--- config.mk ---
export PLATFORM = sky130hd
export DESIGN_NAME = gcn_seq_ctrl
export DESIGN_NICKNAME = d
export VERILOG_FILES = /design/src/rtl/gcn_pkg.sv /design/src/rtl/gcn_res_fifo.sv /design/src/rtl/gcn_seq_ctrl.sv
export SDC_FILE = /design/constraint.sdc
export NUM_CORES = 2
export LEC_CHECK = 0
export ABC_AREA = 0
export CORE_UTILIZATION = 60
export DETAILED_ROUTE_END_ITERATION = 8
export GPL_ROUTABILITY_DRIVEN = 0
export PLACE_DENSITY = 0.76
export SETUP_SLACK_MARGIN = 0.05
export SYNTH_ARGS = -nofsm -noshare
export SYNTH_HDL_FRONTEND = slang
export SYNTH_SLANG_ARGS = --single-unit
--- constraint.sdc ---
create_clock -name clk -period 5.8 [get_ports clk]
set_clock_uncertainty 0.2 [all_clocks]
set_input_delay 0.58 -clock clk [delete_from_list [all_inputs] [get_ports clk]]
set_output_delay 0.58 -clock clk [all_outputs]
set_load 0.02 [all_outputs]
--- src/rtl/gcn_pkg.sv ---
// Shared types and defaults for the GCN sequencer slice.
package gcn_pkg;

  localparam int unsigned GCN_N_NODE = 100;
  localparam int unsigned GCN_N_WCOL = 8;
  localparam int unsigned GCN_DW     = 16;
  localparam int unsigned GCN_AW     = 12;

  localparam logic SEL_FEAT = 1'b0;
  localparam logic SEL_WGT  = 1'b1;

  typedef enum logic [2:0] {
    IDLE,
    HDR1,
    LOAD,
    CMP,
    OUT_HDR,
    OUT
  } state_t;

  // Request header word 0: two weight-column indices.
  typedef struct packed {
    logic [7:0] col2;
    logic [7:0] col1;
  } hdr_t;

endpackage

--- src/rtl/gcn_res_fifo.sv ---
// Synchronous FIFO (arbitrary depth) with pointer wrap and occupancy count.
module gcn_res_fifo #(
  parameter int unsigned DW    = 16,
  parameter int unsigned DEPTH = 200
) (
  input  logic                         clk,
  input  logic                         rst,
  input  logic                         wr_en,
  input  logic [DW-1:0]                wr_data,
  input  logic                         rd_en,
  output logic [DW-1:0]                rd_data_c,
  output logic [$clog2(DEPTH+1)-1:0]   count
);

  localparam int unsigned PW = (DEPTH > 1) ? $clog2(DEPTH) : 1;
  localparam int unsigned CW = $clog2(DEPTH + 1);

  logic [DW-1:0] mem [DEPTH];
  logic [PW-1:0] wr_ptr;
  logic [PW-1:0] rd_ptr;
  logic          do_wr;
  logic          do_rd;

  assign do_wr     = wr_en && (count != CW'(DEPTH));
  assign do_rd     = rd_en && (count != '0);
  assign rd_data_c = mem[rd_ptr];

  always_ff @(posedge clk) begin
    if (do_wr) mem[wr_ptr] <= wr_data;
  end

  // Pointers wrap at DEPTH-1 since DEPTH need not be a power of two.
  always_ff @(posedge clk or negedge rst) begin
    if (!rst) begin
      wr_ptr <= '0;
      rd_ptr <= '0;
      count  <= '0;
    end else begin
      if (do_wr) wr_ptr <= (wr_ptr == PW'(DEPTH - 1)) ? '0 : PW'(wr_ptr + PW'(1));
      if (do_rd) rd_ptr <= (rd_ptr == PW'(DEPTH - 1)) ? '0 : PW'(rd_ptr + PW'(1));
      case ({do_wr, do_rd})
        2'b10:   count <= CW'(count + CW'(1));
        2'b01:   count <= CW'(count - CW'(1));
        default: count <= count;
      endcase
    end
  end

endmodule

--- src/rtl/gcn_seq_ctrl.sv ---
// GCN request sequencer: header parse, buffer load, two PE passes, result streaming.
// Optional ReLU on captured results when GCN_SEQ_RELU_EN is defined.
module gcn_seq_ctrl
  import gcn_pkg::*;
#(
  parameter int unsigned N_NODE = GCN_N_NODE,
  parameter int unsigned N_WCOL = GCN_N_WCOL,
  parameter int unsigned DW     = GCN_DW,
  parameter int unsigned AW     = GCN_AW
) (
  input  logic          clk,
  input  logic          rst,
  input  logic          i_req,
  input  logic          i_cmd,
  input  logic [DW-1:0] i_data,
  output logic          o_stall,
  output logic          o_wr_en,
  output logic          o_wr_sel,
  output logic [AW-1:0] o_wr_addr,
  output logic [DW-1:0] o_wr_data,
  output logic          o_pe_start,
  output logic [6:0]    o_pe_row,
  output logic [7:0]    o_pe_col,
  input  logic          i_pe_done,
  input  logic [DW-1:0] i_pe_res,
  output logic          o_rdy,
  output logic          o_valid,
  output logic [DW-1:0] o_data,
  output logic          o_err
);

  localparam int unsigned ROW_W = 7;
  localparam int unsigned COL_W = 8;
  localparam int unsigned DEPTH = 2 * N_NODE;
  localparam int unsigned CNT_W = $clog2(DEPTH + 1);

  state_t          state_q, state_n;
  hdr_t            hdr_q, hdr_n;
  logic [AW-1:0]   len_q, len_n;
  logic [AW-1:0]   load_cnt_q, load_cnt_n;
  logic [AW-1:0]   waddr_feat_q, waddr_feat_n;
  logic [AW-1:0]   waddr_wgt_q, waddr_wgt_n;
  logic            pass_q, pass_n;
  logic [ROW_W-1:0] row_q, row_n;
  logic            busy_q, busy_n;

  logic            stall_n, wr_en_n, wr_sel_n, pe_start_n, rdy_n, valid_n, err_n;
  logic [AW-1:0]   wr_addr_n;
  logic [DW-1:0]   wr_data_n, data_n;
  logic [ROW_W-1:0] pe_row_n;
  logic [COL_W-1:0] pe_col_n;

  logic            fifo_wr_c, fifo_rd_c;
  logic [DW-1:0]   res_c, fifo_rd_data_c;
  logic [CNT_W-1:0] fifo_cnt;

  logic [COL_W-1:0] raw_col1_c, raw_col2_c;
  logic            bad_col1_c, bad_col2_c;

  assign raw_col1_c = i_data[7:0];
  assign raw_col2_c = i_data[15:8];
  assign bad_col1_c = raw_col1_c >= COL_W'(N_WCOL);
  assign bad_col2_c = raw_col2_c >= COL_W'(N_WCOL);

  // Result conditioning ahead of the FIFO.
  always_comb begin
    res_c = i_pe_res;
`ifdef GCN_SEQ_RELU_EN
    if (i_pe_res[DW-1]) res_c = '0;
`else
`endif
  end

  gcn_res_fifo #(.DW(DW), .DEPTH(DEPTH)) u_res_fifo (
    .clk       (clk),
    .rst       (rst),
    .wr_en     (fifo_wr_c),
    .wr_data   (res_c),
    .rd_en     (fifo_rd_c),
    .rd_data_c (fifo_rd_data_c),
    .count     (fifo_cnt)
  );

  // Next-state and next-output logic; outputs are registered below.
  always_comb begin
    state_n      = state_q;
    hdr_n        = hdr_q;
    len_n        = len_q;
    load_cnt_n   = load_cnt_q;
    waddr_feat_n = waddr_feat_q;
    waddr_wgt_n  = waddr_wgt_q;
    pass_n       = pass_q;
    row_n        = row_q;
    busy_n       = busy_q;
    err_n        = o_err;
    wr_en_n      = 1'b0;
    wr_sel_n     = o_wr_sel;
    wr_addr_n    = o_wr_addr;
    wr_data_n    = o_wr_data;
    pe_start_n   = 1'b0;
    pe_row_n     = o_pe_row;
    pe_col_n     = o_pe_col;
    rdy_n        = 1'b0;
    valid_n      = 1'b0;
    data_n       = o_data;
    fifo_wr_c    = 1'b0;
    fifo_rd_c    = 1'b0;

    unique case (state_q)
      IDLE: begin
        if (i_req) begin
          hdr_n.col1   = bad_col1_c ? '0 : raw_col1_c;
          hdr_n.col2   = bad_col2_c ? '0 : raw_col2_c;
          err_n        = bad_col1_c || bad_col2_c;
          waddr_feat_n = '0;
          waddr_wgt_n  = '0;
          state_n      = HDR1;
        end
      end
      HDR1: begin
        if (i_req) begin
          len_n      = i_data[AW-1:0];
          load_cnt_n = '0;
          pass_n     = 1'b0;
          row_n      = '0;
          busy_n     = 1'b0;
          state_n    = (i_data[AW-1:0] == '0) ? CMP : LOAD;
        end
      end
      LOAD: begin
        wr_en_n    = 1'b1;
        wr_sel_n   = i_cmd;
        wr_data_n  = i_data;
        if (i_cmd == SEL_WGT) begin
          wr_addr_n   = waddr_wgt_q;
          waddr_wgt_n = AW'(waddr_wgt_q + AW'(1));
        end else begin
          wr_addr_n    = waddr_feat_q;
          waddr_feat_n = AW'(waddr_feat_q + AW'(1));
        end
        load_cnt_n = AW'(load_cnt_q + AW'(1));
        if (load_cnt_q == AW'(len_q - AW'(1))) state_n = CMP;
      end
      CMP: begin
        // One job in flight; the follow-on start is issued on the done cycle.
        if (!busy_q) begin
          pe_start_n = 1'b1;
          pe_row_n   = row_q;
          pe_col_n   = pass_q ? hdr_q.col2 : hdr_q.col1;
          busy_n     = 1'b1;
        end else if (i_pe_done) begin
          fifo_wr_c = 1'b1;
          if (row_q == ROW_W'(N_NODE - 1)) begin
            if (pass_q) begin
              busy_n  = 1'b0;
              state_n = OUT_HDR;
            end else begin
              pass_n     = 1'b1;
              row_n      = '0;
              pe_start_n = 1'b1;
              pe_row_n   = '0;
              pe_col_n   = hdr_q.col2;
            end
          end else begin
            row_n      = ROW_W'(row_q + ROW_W'(1));
            pe_start_n = 1'b1;
            pe_row_n   = ROW_W'(row_q + ROW_W'(1));
            pe_col_n   = pass_q ? hdr_q.col2 : hdr_q.col1;
          end
        end
      end
      OUT_HDR: begin
        rdy_n   = 1'b1;
        valid_n = 1'b1;
        data_n  = DW'(hdr_q);
        state_n = OUT;
      end
      OUT: begin
        rdy_n     = 1'b1;
        valid_n   = 1'b1;
        data_n    = fifo_rd_data_c;
        fifo_rd_c = 1'b1;
        if (fifo_cnt == CNT_W'(1)) state_n = IDLE;
      end
      default: state_n = IDLE;
    endcase

    stall_n = (state_n == CMP) || (state_n == OUT_HDR) || (state_n == OUT);
  end

  always_ff @(posedge clk or negedge rst) begin
    if (!rst) begin
      state_q      <= IDLE;
      hdr_q        <= '0;
      len_q        <= '0;
      load_cnt_q   <= '0;
      waddr_feat_q <= '0;
      waddr_wgt_q  <= '0;
      pass_q       <= 1'b0;
      row_q        <= '0;
      busy_q       <= 1'b0;
      o_stall      <= 1'b0;
      o_wr_en      <= 1'b0;
      o_wr_sel     <= 1'b0;
      o_wr_addr    <= '0;
      o_wr_data    <= '0;
      o_pe_start   <= 1'b0;
      o_pe_row     <= '0;
      o_pe_col     <= '0;
      o_rdy        <= 1'b0;
      o_valid      <= 1'b0;
      o_data       <= '0;
      o_err        <= 1'b0;
    end else begin
      state_q      <= state_n;
      hdr_q        <= hdr_n;
      len_q        <= len_n;
      load_cnt_q   <= load_cnt_n;
      waddr_feat_q <= waddr_feat_n;
      waddr_wgt_q  <= waddr_wgt_n;
      pass_q       <= pass_n;
      row_q        <= row_n;
      busy_q       <= busy_n;
      o_stall      <= stall_n;
      o_wr_en      <= wr_en_n;
      o_wr_sel     <= wr_sel_n;
      o_wr_addr    <= wr_addr_n;
      o_wr_data    <= wr_data_n;
      o_pe_start   <= pe_start_n;
      o_pe_row     <= pe_row_n;
      o_pe_col     <= pe_col_n;
      o_rdy        <= rdy_n;
      o_valid      <= valid_n;
      o_data       <= data_n;
      o_err        <= err_n;
    end
  end

endmodule

### Word level (Yosys, flattened, before mapping)

Memory sizes are Yosys's and may differ from the RTL's.
Index checks and enable logic that the tools add are counted.
Widths: inputs -> output; s select.

| storage, ports and cells | value |
|---|---|
| memories | 1 |
| logic and storage cells | 141 |
| input bits | 37 |
| register bits after elaboration | 165 |
| bits in writable memories | 3200 |
| output and inout bits | 66 |

Memories:

| memory | depth | bits a word | read ports | clocked after Yosys merged registers in | write ports | RTL line | text |
|---|---|---|---|---|---|---|---|
| u_res_fifo.mem | 200 | 16 | 1 | 0 | 1 | gcn_res_fifo.sv:18 | `logic [DW-1:0] mem [DEPTH];` |

| operators by class | value |
|---|---|
| add/subtract/negate cells | 9 |
| reductions and logical operators | 23 |
| mux-type cells | 56 |
| $lt $le $gt $ge | 2 |
| equal/unequal tests | 26 |

Operators by type and width:

| cell | count |
|---|---|
| $mux 8 | 9 |
| $pmux 12 s2 | 3 |
| $mux 12 | 4 |
| $mux 7 | 6 |
| $add 12x1->12 const B | 3 |
| $pmux 16 s2 | 1 |
| $add 8x1->8 const B | 3 |
| $mux 3 | 8 |
| $mux 1 | 20 |
| $pmux 3 s6 | 1 |
| $eq 8x8->1 const B | 2 |
| $ge 8x4->1 const B | 2 |
| $ne 2x2->1 const B | 8 |
| $pmux 8 s2 | 1 |
| $pmux 7 s2 | 1 |
| $eq 12x12->1 | 1 |
| $eq 3x3->1 const B | 4 |
| $logic_not 12->1 | 1 |
| $sub 12x1->12 const B | 1 |
| $reduce_and 5->1 | 2 |
| $reduce_bool 2->1 | 5 |
| $eq 3x2->1 const B | 3 |
| $reduce_and 3->1 | 3 |
| $eq 8x1->1 const B | 1 |
| 15 further kinds | 23 |

### Logic depth before layout (Yosys ltp)

| depth | value |
|---|---|
| depth after elaboration | 8 |
| depth in mapped cells | 13 |
| depth with buffers taken out | 11 |

### Modules after synthesis

From an unflattened synthesis, not the netlist that was laid out.

| second synthesis, totals | value |
|---|---|
| cell total of the unflattened synthesis | 6559 |
| area total of the unflattened synthesis | 132004.1 um^2 |

Modules (own cells, without submodules):

| module | instances | cells each | seq. area each (um^2) | area an instance (um^2) |
|---|---|---|---|---|
| gcn_res_fifo | 1 | 5863 | 96692.7 | 125320.2 |
| gcn_seq_ctrl | 1 | 696 | 3528.4 | 6683.9 |

### Worst setup path after synthesis

OpenSTA, ideal clock, no wires.

| timing path | value |
|---|---|
| path type | reg2reg |
| start point | register u_res_fifo.count[0] |
| end point | memory u_res_fifo.mem[154][0] (enable) |
| library setup time | 388 ps |
| required time | 5212 ps |
| clock period less this slack | 3350 ps |
| path buffers | 3 |
| setup slack | 2450 ps |
| data arrival time | 2761 ps |
| stages on the path, launching flop included | 10 |
| cell sequence | dfrtp_1 -> inv_1 -> ha_1 -> nor2b_1 -> a311oi_1 -> clkbuf_1 -> clkbuf_1 -> nand3_1 -> clkbuf_1 -> nor2_1 |

| between the ends | value |
|---|---|
| longest elaborated chain between the ends | 4 |

RTL lines:

| what | RTL line | text |
|---|---|---|
| from (decl) | gcn_res_fifo.sv:12 | `output logic [$clog2(DEPTH+1)-1:0] count` |
| from (signal assigned) | gcn_res_fifo.sv:42 | `2'b10: count <= CW'(count + CW'(1));` |
| from (signal assigned) | gcn_res_fifo.sv:43 | `2'b01: count <= CW'(count - CW'(1));` |
| from (signal assigned) | gcn_res_fifo.sv:44 | `default: count <= count;` |
| $ne 8x8->1 | gcn_res_fifo.sv:24 | `assign do_wr = wr_en && (count != CW'(DEPTH));` |
| $logic_and 1x1->1 | gcn_res_fifo.sv:24 |  |
| $mux 1 | gcn_res_fifo.sv:29 | `if (do_wr) mem[wr_ptr] <= wr_data;` |
| $mux 1 (not written as such) | gcn_res_fifo.sv:29 |  |
| to (decl) | gcn_res_fifo.sv:18 |  |

Every way passes these cells.

### Worst setup path in the final report

| timing path | value |
|---|---|
| start point | register u_res_fifo.rd_ptr[0] |
| end point | register o_data[3] |

| between the ends | value |
|---|---|
| longest elaborated chain between the ends | 2 |

RTL lines:

| what | RTL line | text |
|---|---|---|
| from (decl) | gcn_res_fifo.sv:20 | `logic [PW-1:0] rd_ptr;` |
| from (signal assigned) | gcn_res_fifo.sv:40 | `if (do_rd) rd_ptr <= (rd_ptr == PW'(DEPTH - 1)) ? '0 : PW'(rd_ptr + PW'(1));` |
| $mem_v2 200x16 | n/a |  |
| $pmux 16 s2 | gcn_seq_ctrl.sv:109 | `unique case (state_q)` |
| to (signal assigned) | gcn_seq_ctrl.sv:234 | `o_data <= data_n;` |
| to (decl) | gcn_seq_ctrl.sv:28 | `output logic [DW-1:0] o_data,` |

Every way passes these cells.
A chain may end at the register's enable or synchronous reset.

==> impl_metrics.yaml <==
cells_and_area:
  nets: 6864
  fin_area_sq_mm: 0.148
  area_growth_pct: 11.9
  drive_gt1_share_pct: 23.0
critical_path:
  ff2ff_path_depth: 10
  crit_path_end_kind: "flip-flop"
  cp.arrival_ns: 5.33
  critical_path.max_fanout: 28
  critPathRequiredTime_ns: 6.45
  critPathLaunch: "u_res_fifo.rd_ptr[0]"
  r2r_end: "o_data[3]"
  r2r-start: "u_res_fifo.rd_ptr[0]"
  cp-endpoint: "o_data[3]"
  reg2reg_slack_ns: 1.12
  start_kind: "flip-flop"
  crit_type: "flip-flop to flip-flop"
cts:
  cts_num_sinks: 3365
  insertion_delay_ns: 0.99
  clk_pin_slew_worst_paths_ns: 0.06
  cts_max_level: 5
  clk_path_buf_depth: 4
  cts_root_buf: "clkbuf_16"
  cts_made_buffers: 335
  cts_tree: "done"
  postCtsSetupBuffers: 0
timing:
  fin_crit_ns: 4.68
  hold_violations: 3
  tightest_slew_ns: 1.39
  totalNegativeSetupSlack_ns: 0
  hold_slack_ns: -0.0123
  timing.final.crit_share_pct: 80.7
  rsz0062_at_grt: "no"
  relSlewSlack_pct: 6.96
  clock.fmax_mhz: 214
  setup_viol: 0
  drv_slew: 0
synthesis:
  seq_area_frac_synth_pct: 75.9
  ys_dominant_reg_cell: "edfxtp_1"
  synth_cell_types: 82
  synth_top_area_cell: "edfxtp_1"
  syn_area_sq_mm: 0.132
  synthTopCellsByCount: "edfxtp_1 (3200), mux4_2 (715), nand2_1 (298)"
  yosysMostFrequentCell: "edfxtp_1"
  synth.avg_cell_area_sq_um: 20.8
  ys_warn_count: 0
  synth_nets: 6394
  synth_edf_count: 3200
  synth_area_leaders: "edfxtp_1 (73%), mux4_2 (12%), dfrtp_1 (3.1%)"
  async_reset_ff_share_pct: 4.90
  syn_inst: 6343
  synth_top_area_share_pct: 72.8
  ys_ff_latch: 3365
min_path:
  hold_class: "input port to flip-flop"
placed_design:
  hpwl_um: 204000
  placed_area_sq_mm: 0.137
  io_buffers: 102
global_routing:
  grt_pass1_wl_um: 499000
  grt_pass1_vias: 68724
  antenna_found_initial: 19
  grt-ovfl-total: 0
  grt_max_degree: 201
  grt.total_usage_pct: 31.8
die:
  die_area_sq_mm: 0.222
  rows: 171
  core_sq_mm: 0.218
  die_w_um: 471
  initial_core_util_pct: 60.6
  die_h_um: 471
  io_pins: 103
pwr:
  finalPower_mw: 49.6
  power_density_mw_per_mm2: 336
  ir_worst_vdd_uv: 237
  p_leak_nw: 46.7
drt:
  first_pass_iters: 8
  drcViolationCount: 0
  num_vias: 69855
  initialDrtViolationCount: 11221
  routed_wl_um: 351000
  wl_per_cell_um: 35.4
  ant_nets: 0
  viasPerCell: 7.04
run_status:
  status: "complete, but fails checks"
  violations: "hold timing"
job:
  drv_cap: 0
==> how the worst min path moves through the flow <==
stage | from | endpoint | slack [ns] | cells past startpoint
finish | i_pe_res[12] | u_res_fifo.mem[2][12] | -0.01 | 1
global route | i_pe_res[9] | u_res_fifo.mem[115][9] | 0.01 | 1
CTS | i_data[7] | len_q[7] | 0.009 | 3
detailed placement | o_wr_data[1] | o_wr_data[1] | 0.27 | 2
global placement | o_wr_addr[3] | o_wr_addr[3] | 0.26 | 2
floorplan | rst | busy_q | 0.08 | 0
==> final cells by class <==
type	count	area, sq um
repair buffers	503	4510
diodes	8	20.0
clock inverters	152	1220
multi-input cells	2586	29100
fillers	12961	70200
clock buffers	428	8920
flip-flops and latches	3365	100000
inverters	22	92.6
well taps	2854	3570
==> critical path: stages (launching register included) <==
cell,delay [ns]
dfrtp_4,0.90
buf_12,0.26
buf_12,0.27
buf_12,0.26
mux4_2,0.52
a211oi_1,0.27
a21oi_1,0.07
a22o_1,0.34
o31ai_1,1.00
buf_4,0.25
a31oi_1,0.09
==> metrics by stage <==
| step | util, % | cells | setup slack, ns |
|---|---|---|---|
| final | 67.8 | 9918 | 1.12 |
| after global routing | 67.8 | 9912 | 1.08 |
| after CTS | 67.8 | 9910 | 1.26 |
| after detailed placement | 63.0 | 9313 | 1.28 |
| after global placement | 63.0 | 9312 | 1.34 |
| after floorplan | - | 6343 | 2.45 |
==> state kept, by name, indices dropped and copies added, names as in the netlist, 12 cells and up <==
name	count
hdr_q	16
len_q	12
load_cnt_q	12
o_data	16
o_wr_addr	12
o_wr_data	16
u_res_fifo.mem	3200
waddr_feat_q	12
waddr_wgt_q	12
==> kinds of logic (layout without fill, tap and decap cells) <==
group / after synthesis / after routing / synth area share (%)
other: 0 / 8 / 0
buffers and inverters: 392 / 1105 / 2.14
adder cells (fa/ha/maj): 14 / 14 / 0.133
AO/OA/AOI/OAI: 604 / 604 / 3.25
flip-flops: 3365 / 3365 / 75.9
multiplexers: 1056 / 1056 / 15.3
AND/OR/NAND/NOR: 863 / 863 / 2.93
XOR/XNOR: 49 / 49 / 0.325
==> routing by layer <==
layer	global-route usage (%)	vias to the layer above	share of wire, %	routed length [um]
met5	0	-	0.045	157
met4	14.4	26	5.0	17500
met3	9.20	949	13	46600
met2	48.1	5385	46	163000
met1	43.5	36193	35	124000
li1	-	27302	-	-
==> cell usage in the layout (no fill, tap or decap), types with 18 or more instances in the layout <==
master	n
a21oi_1	97
a31oi_1	24
a211oi_1	29
mux4_2	715
clkbuf_16	339
o22ai_1	32
a22oi_1	65
and3_1	25
o21ai_0	99
and2_1	19
clkinv_1	68
o221ai_1	18
xor2_1	28
edfxtp_1	3200
xnor2_1	21
clkinv_2	53
mux4_1	40
dfrtp_1	159
a22o_1	31
clkdlybuf4s50_1	85
nand4_1	18
nor3_1	27
nor2_2	19
nand2_1	298
mux2i_1	292
buf_12	32
nand3_1	88
nor2_1	269
a221oi_1	71
bufinv_16	19
buf_4	352
clkbuf_1	79
==> where the power goes <==
group / switching [mW] / internal, mW / leakage [nW] / total [mW]
combinational: 1.34 / 0.620 / 10.8 / 1.96
clock: 8.82 / 11.7 / 4.98 / 20.5
sequential: 0.256 / 26.9 / 30.9 / 27.1
==> what timing repair did <==
action,4_1_cts,5_1_grt
gates resized for setup,0,0
hold buffers,17,0
hold endpoints to repair,478,0
Note: power is estimated with default switching activity, not from simulation.
